### src/rtl/seg_pkg.sv
// Shared definitions for the two-digit BCD stopwatch / preset-timer path.
package seg_pkg;

    localparam int DIGIT_W = 4;
    localparam logic [DIGIT_W-1:0] BCD_MAX = 4'd9;

    typedef enum logic [1:0] {
        IDLE  = 2'd0,
        RUN   = 2'd1,
        PAUSE = 2'd2,
        DONE  = 2'd3
    } state_t;

    function automatic logic [DIGIT_W-1:0] clampDigit(input logic [DIGIT_W-1:0] d);
        return (d > BCD_MAX) ? BCD_MAX : d;
    endfunction

    function automatic logic [6:0] bcdValue(input logic [DIGIT_W-1:0] t, input logic [DIGIT_W-1:0] o);
        return 7'(t) * 7'd10 + 7'(o);
    endfunction

endpackage

### src/rtl/seg_timer_ctrl_key_edge.sv
// Two-flop synchroniser plus falling-edge detector for one active-low push key.
module key_edge (
    input  logic clk_out,
    input  logic rst,
    input  logic i_key_n,
    output logic o_press
);

    logic r_sync1;
    logic r_sync2;
    logic r_prev;
    logic [2:0] r_valid;

    // r_valid blanks presses until the pipeline holds only real pin samples,
    // so a key held through reset must be released before it counts again.
    always_ff @(posedge clk_out or negedge rst) begin
        if (!rst) begin
            r_sync1 <= 1'b1;
            r_sync2 <= 1'b1;
            r_prev  <= 1'b1;
            r_valid <= 3'b000;
        end else begin
            r_sync1 <= i_key_n;
            r_sync2 <= r_sync1;
            r_prev  <= r_sync2;
            r_valid <= {r_valid[1:0], 1'b1};
        end
    end

    assign o_press = r_valid[2] & r_prev & ~r_sync2;

endmodule

### src/rtl/seg_timer_ctrl.sv
// Two-digit BCD stopwatch / preset down-timer feeding the seven-segment decoder.
module seg_timer_ctrl
    import seg_pkg::*;
#(
    parameter int MAX_TENS  = 9,
    parameter int MAX_ONES  = 9,
    parameter int BLINK_DIV = 4
) (
    input  logic       clk_out,
    input  logic       rst,
    input  logic       tick,
    input  logic       key_start_n,
    input  logic       key_clear_n,
    input  logic       mode,
    input  logic [3:0] preset_tens,
    input  logic [3:0] preset_ones,
    output logic [3:0] seg_data_1,
    output logic [3:0] seg_data_2,
    output logic [1:0] state,
    output logic       done,
    output logic       blink
);

    localparam logic [DIGIT_W-1:0] LIM_TENS = DIGIT_W'(MAX_TENS);
    localparam logic [DIGIT_W-1:0] LIM_ONES = DIGIT_W'(MAX_ONES);
    localparam logic [6:0]         LIMIT    = 7'(MAX_TENS * 10 + MAX_ONES);
    localparam int                 CNT_W    = (BLINK_DIV > 1) ? $clog2(BLINK_DIV) : 1;
    localparam logic [CNT_W-1:0]   CNT_LAST = CNT_W'(BLINK_DIV - 1);

    state_t               r_state;
    state_t               w_nextState;
    logic [DIGIT_W-1:0]   r_tens;
    logic [DIGIT_W-1:0]   r_ones;
    logic                 r_mode;
    logic                 r_blink;
    logic [CNT_W-1:0]     r_blinkCnt;

    logic                 w_startPress;
    logic                 w_clearPress;
    logic [DIGIT_W-1:0]   w_presetTens;
    logic [DIGIT_W-1:0]   w_presetOnes;
    logic [DIGIT_W-1:0]   w_loadTens;
    logic [DIGIT_W-1:0]   w_loadOnes;
    logic [DIGIT_W-1:0]   w_stepTens;
    logic [DIGIT_W-1:0]   w_stepOnes;
    logic [DIGIT_W-1:0]   w_termTens;
    logic [DIGIT_W-1:0]   w_termOnes;
    logic                 w_atTerminal;
    logic                 w_stepAtTerminal;

    key_edge u_keyStart (
        .clk_out (clk_out),
        .rst     (rst),
        .i_key_n (key_start_n),
        .o_press (w_startPress)
    );

    key_edge u_keyClear (
        .clk_out (clk_out),
        .rst     (rst),
        .i_key_n (key_clear_n),
        .o_press (w_clearPress)
    );

    // Load value follows the live mode pin; the preset is clamped per digit, then to the limit.
    always_comb begin
        w_presetTens = clampDigit(preset_tens);
        w_presetOnes = clampDigit(preset_ones);
        w_loadTens   = '0;
        w_loadOnes   = '0;
        if (mode) begin
            if (bcdValue(w_presetTens, w_presetOnes) > LIMIT) begin
                w_loadTens = LIM_TENS;
                w_loadOnes = LIM_ONES;
            end else begin
                w_loadTens = w_presetTens;
                w_loadOnes = w_presetOnes;
            end
        end
    end

    always_comb begin
        w_stepTens = r_tens;
        w_stepOnes = r_ones;
        w_termTens = r_mode ? '0 : LIM_TENS;
        w_termOnes = r_mode ? '0 : LIM_ONES;
        if (!r_mode) begin
            if (r_ones >= BCD_MAX) begin
                w_stepOnes = '0;
                if (r_tens < BCD_MAX) w_stepTens = r_tens + 4'd1;
            end else begin
                w_stepOnes = r_ones + 4'd1;
            end
        end else begin
            if (r_ones == '0) begin
                w_stepOnes = BCD_MAX;
                if (r_tens != '0) w_stepTens = r_tens - 4'd1;
            end else begin
                w_stepOnes = r_ones - 4'd1;
            end
        end
        w_atTerminal     = (r_tens == w_termTens) && (r_ones == w_termOnes);
        w_stepAtTerminal = (w_stepTens == w_termTens) && (w_stepOnes == w_termOnes);
    end

    always_ff @(posedge clk_out or negedge rst) begin
        if (!rst) r_state <= IDLE;
        else      r_state <= w_nextState;
    end

    always_comb begin
        w_nextState = r_state;
        if (w_clearPress) begin
            w_nextState = IDLE;
        end else begin
            case (r_state)
                IDLE:    if (w_startPress) w_nextState = RUN;
                RUN: begin
                    if (w_startPress)
                        w_nextState = PAUSE;
                    else if (tick && (w_atTerminal || w_stepAtTerminal))
                        w_nextState = DONE;
                end
                PAUSE:   if (w_startPress) w_nextState = RUN;
                DONE:    if (w_startPress) w_nextState = IDLE;
                default: w_nextState = IDLE;
            endcase
        end
    end

    // Digits, latched mode and blink divider; a start press in RUN swallows a same-cycle tick.
    always_ff @(posedge clk_out or negedge rst) begin
        if (!rst) begin
            r_tens     <= '0;
            r_ones     <= '0;
            r_mode     <= 1'b0;
            r_blink    <= 1'b0;
            r_blinkCnt <= '0;
        end else if (w_clearPress || r_state == IDLE) begin
            r_tens     <= w_loadTens;
            r_ones     <= w_loadOnes;
            r_mode     <= mode;
            r_blink    <= 1'b0;
            r_blinkCnt <= '0;
        end else if (r_state == RUN) begin
            r_blink    <= 1'b0;
            r_blinkCnt <= '0;
            if (!w_startPress && tick && !w_atTerminal) begin
                r_tens <= w_stepTens;
                r_ones <= w_stepOnes;
            end
        end else if (r_state == DONE) begin
            if (w_startPress) begin
                r_blink    <= 1'b0;
                r_blinkCnt <= '0;
            end else if (tick) begin
                if (r_blinkCnt == CNT_LAST) begin
                    r_blinkCnt <= '0;
                    r_blink    <= ~r_blink;
                end else begin
                    r_blinkCnt <= r_blinkCnt + CNT_W'(1);
                end
            end
        end
    end

    always_comb begin
        seg_data_1 = r_tens;
        seg_data_2 = r_ones;
        state      = r_state;
        done       = (r_state == DONE);
        blink      = r_blink;
    end

endmodule

### config.mk
export PLATFORM = sky130hd
export DESIGN_NAME = seg_timer_ctrl
export DESIGN_NICKNAME = d
export VERILOG_FILES = /design/src/rtl/seg_pkg.sv /design/src/rtl/seg_timer_ctrl_key_edge.sv /design/src/rtl/seg_timer_ctrl.sv
export SDC_FILE = /design/constraint.sdc
export NUM_CORES = 1
export LEC_CHECK = 0
export BUFFER_PORTS_ARGS = -buffer_cell sky130_fd_sc_hd__buf_2
export CORE_AREA = 4 4 67 84
export CTS_CLUSTER_DIAMETER = 80
export DETAILED_ROUTE_END_ITERATION = 6
export DIE_AREA = 0 0 71 88
export PLACE_DENSITY_LB_ADDON = 0.12
export SLEW_MARGIN = 0
export SYNTH_ARGS = -nofsm -noshare
export SYNTH_HDL_FRONTEND = slang
export SYNTH_SLANG_ARGS = --single-unit
### constraint.sdc
create_clock -name clk_out -period 2.7 [get_ports clk_out]
set_input_delay 0.54 -clock clk_out [delete_from_list [all_inputs] [get_ports clk_out]]
set_output_delay 0.54 -clock clk_out [all_outputs]
set_load 0.02 [all_outputs]
==> reports/metrics.cfg <==
[final_layout]
nets=304
area_growth_pct=30.00
fillers=488
diodes=0
final_util=0.5121
drive_gt1_frac=0.3659

[clock_network]
clk_transition_reported_paths_ns=0.09
cts_root_buffer=clkbuf_8
cts_sinks=23
hold_buffers=0
h-tree-depth=1
clkLatencyLatePin_ns=0.27
cts_tree=done
clk_path_buf_depth=2
cts_inserted_buffers=3

[timing]
rsz0062_at_grt=true
setup_viol=0
fin_worst_skew_ns=0.004613
period_share=0.9971
drv_slew=0
fin_ws_ns=0.007734
max_freq_mhz=371.4
slew_headroom=0.2034
worstMarginPinSlew_ns=1.182
fin_crit_ns=2.692
hold_viol_final=0

[critical_path]
critical_path_class=input port to flop
cp.arrival_ns=2.85
startpoint_type=input port
endpoint_kind=flop
worstPathMaxFanout=7
rrSetupSlack_ns=0.34
required_ns=2.86

[power]
p_per_area_mw_per_mm2=876.8
ir_drop_mv=0.5566
p_leak_nw=1.070

[synth]
yosysSeqAreaShare=0.3107
syn_area_mm2=0.001877
yosys.area.top_type_share=0.2267
syn_avg_cell_area_um2=8.570
synth-seq-cells=23
yosysTopAreaCell=dfrtp_1
synthArstFlopShare=1.000
synthTopCellsByArea=dfrtp_1 23%, dfstp_2 8.4%, ha_1 7.3%, o21ai_0 4.0%, a21oi_1 3.5%
synth_edf_count=0
yosys_warnings=0
synth-main-ff-cell=dfrtp_1
synth_cell_types=55
syn_inst=219
yosysMostFrequentCell=dfrtp_1
synth_commonest_cells=17 x dfrtp_1, 16 x nor2_1, 15 x o21ai_0
synth_fp_nets=246

[detailed_routing]
postRouteAntennaNets=0
drcViolationCount=0
wirelength_um=5080
drt-pass1-iter-count=4
vias_per_cell=5.408
num_vias=1817
wl_per_cell_um=15.12
drt_iter0_drc=115

[global_route]
antenna_found_initial=0
first_global_vias=1803
grt_pass1_wl_um=8362
grt_usage=0.1643
grt_overflow=0
grt_max_degree=24

[floorplan]
start_util=0.3939
ios=26
core.rowCount=28
fp.dieW_um=71
dieArea_mm2=0.006248
design.core.area_mm2=0.004765
fp.dieH_um=88

[place]
gp_congestion=0.8783
dp_hpwl_um=3710
post-place-ws_ns=-0.3177
portBuffers=25

[status]
status=completed

[run]
cap_violations=0

[min_path]
worst_hold_path_type=input port to asynchronous set/reset pin

==> critical path, cell delays in order <==
cell	delay, ns
buf_2	0.16
o21ai_2	0.07
nand2b_1	0.13
ha_2	0.30
ha_4	0.21
or2_0	0.25
or4_4	0.43
o2111ai_2	0.13
a31oi_4	0.16
o31a_2	0.31
o22a_1	0.15
==> layout make-up <==
type | instances | area [µm²] | area share
multi-input cells | 170 | 1242 | 0.5092
flip-flops and latches | 23 | 583.1 | 0.2390
repair buffers | 65 | 437.9 | 0.1795
well taps | 60 | 75.07 | 0.03077
inverters | 14 | 52.55 | 0.02154
clock buffers | 3 | 41.29 | 0.01692
clock inverters | 1 | 7.507 | 0.003077
==> sequential cells by signal, indices dropped and copies added (netlist names) <==
| signal | count |
|---|---|
| blink | 1 |
| r_blinkCnt | 2 |
| r_mode | 1 |
| seg_data_1 | 4 |
| seg_data_2 | 4 |
| state | 2 |
| u_keyClear.r_prev | 1 |
| u_keyClear.r_sync1 | 1 |
| u_keyClear.r_sync2 | 1 |
| u_keyClear.r_valid | 3 |
| u_keyStart.r_prev | 1 |
| u_keyStart.r_sync1 | 1 |
| u_keyStart.r_sync2 | 1 |
==> where the power goes <==
part / switching [W] / total [W] / internal [W]
logic: 0.000785 / 0.00137 / 0.000580
clock network: 0.000117 / 0.000221 / 0.000104
registers: 0.000127 / 0.000553 / 0.000426
==> cell families (layout without fill, tap and decap cells) <==
family / Yosys count / count (layout) / share of synthesized area
xor gates and xnor gates: 3 / 3 / 0.01400
muxes: 5 / 5 / 0.02800
buffers and inverters: 26 / 83 / 0.07333
adders and majority gates: 13 / 13 / 0.09467
DFF: 23 / 23 / 0.3107
AOI/OAI and AO/OA: 68 / 68 / 0.2400
other: 2 / 2 / 0.004001
and+or+nand+nor: 79 / 79 / 0.2353
==> cell usage in the layout (no fill, tap or decap), drive strengths merged, types with 4 or more instances in the layout <==
| cell | synthesis | routed |
|---|---|---|
| o22a | 6 | 6 |
| nand3 | 6 | 6 |
| nor2 | 16 | 16 |
| or2 | 4 | 4 |
| nand2b | 4 | 4 |
| nor4 | 6 | 6 |
| inv | 14 | 14 |
| o21ai | 15 | 15 |
| buf | 8 | 65 |
| nor3 | 6 | 6 |
| a21oi | 13 | 13 |
| dfrtp | 17 | 17 |
| dfstp | 6 | 6 |
| and2 | 4 | 4 |
| a31oi | 10 | 10 |
| nand2 | 13 | 13 |
| ha | 11 | 11 |
==> repair_timing <==
item / 4_1_cts / 5_1_grt
buffers inserted: 12 / 0
resized for setup: 0 / 10
pin swaps: 4 / 8
setup endpoints to repair: 2 / 8
==> per-layer routing <==
metal | track usage | vias to the layer above | wire length (µm)
met3 | 0.02526 | 4 | 135
met2 | 0.2954 | 21 | 2618
li1 | - | 923 | -
met1 | 0.2106 | 869 | 2303
met5 | 0 | - | 0
met4 | 0.02906 | 0 | 22
==> through the flow <==
step           instance area (µm²)  TNS [ns]  instances  power (W)  hold WS, ns
6_report                      2440         0        336   0.002139       0.2452
5_1_grt                       2440   -0.7414        336   0.002327       0.2764
4_1_cts                       2394         0        336   0.002130       0.2630
3_5_place_dp                  2255    -1.915        320   0.001892       0.3356
3_3_place_gp                  2255    -1.627        320   0.001887       0.3358
2_1_floorplan                 1937   -0.2221        219   0.001522       0.2444
==> path summary, 6_finish.rpt <==
kind / startpoint / endpoint / cells after the start
max: preset_tens[3] / seg_data_2[0]$_DFFE_PN0P_ / 11
max in group asynchronous: rst / u_keyStart.r_prev$_DFF_PN1_ / 1
min in group clk_out: u_keyClear.r_valid[1]$_DFF_PN0_ / u_keyClear.r_valid[2]$_DFF_PN0_ / 0
min: rst / u_keyClear.r_valid[2]$_DFF_PN0_ / 1
min reg2reg: u_keyClear.r_valid[1]$_DFF_PN0_ / u_keyClear.r_valid[2]$_DFF_PN0_ / 0
max reg2reg: seg_data_2[0]$_DFFE_PN0P_ / seg_data_1[1]$_DFFE_PN0P_ / 8
(Power assumes the default switching activity.)
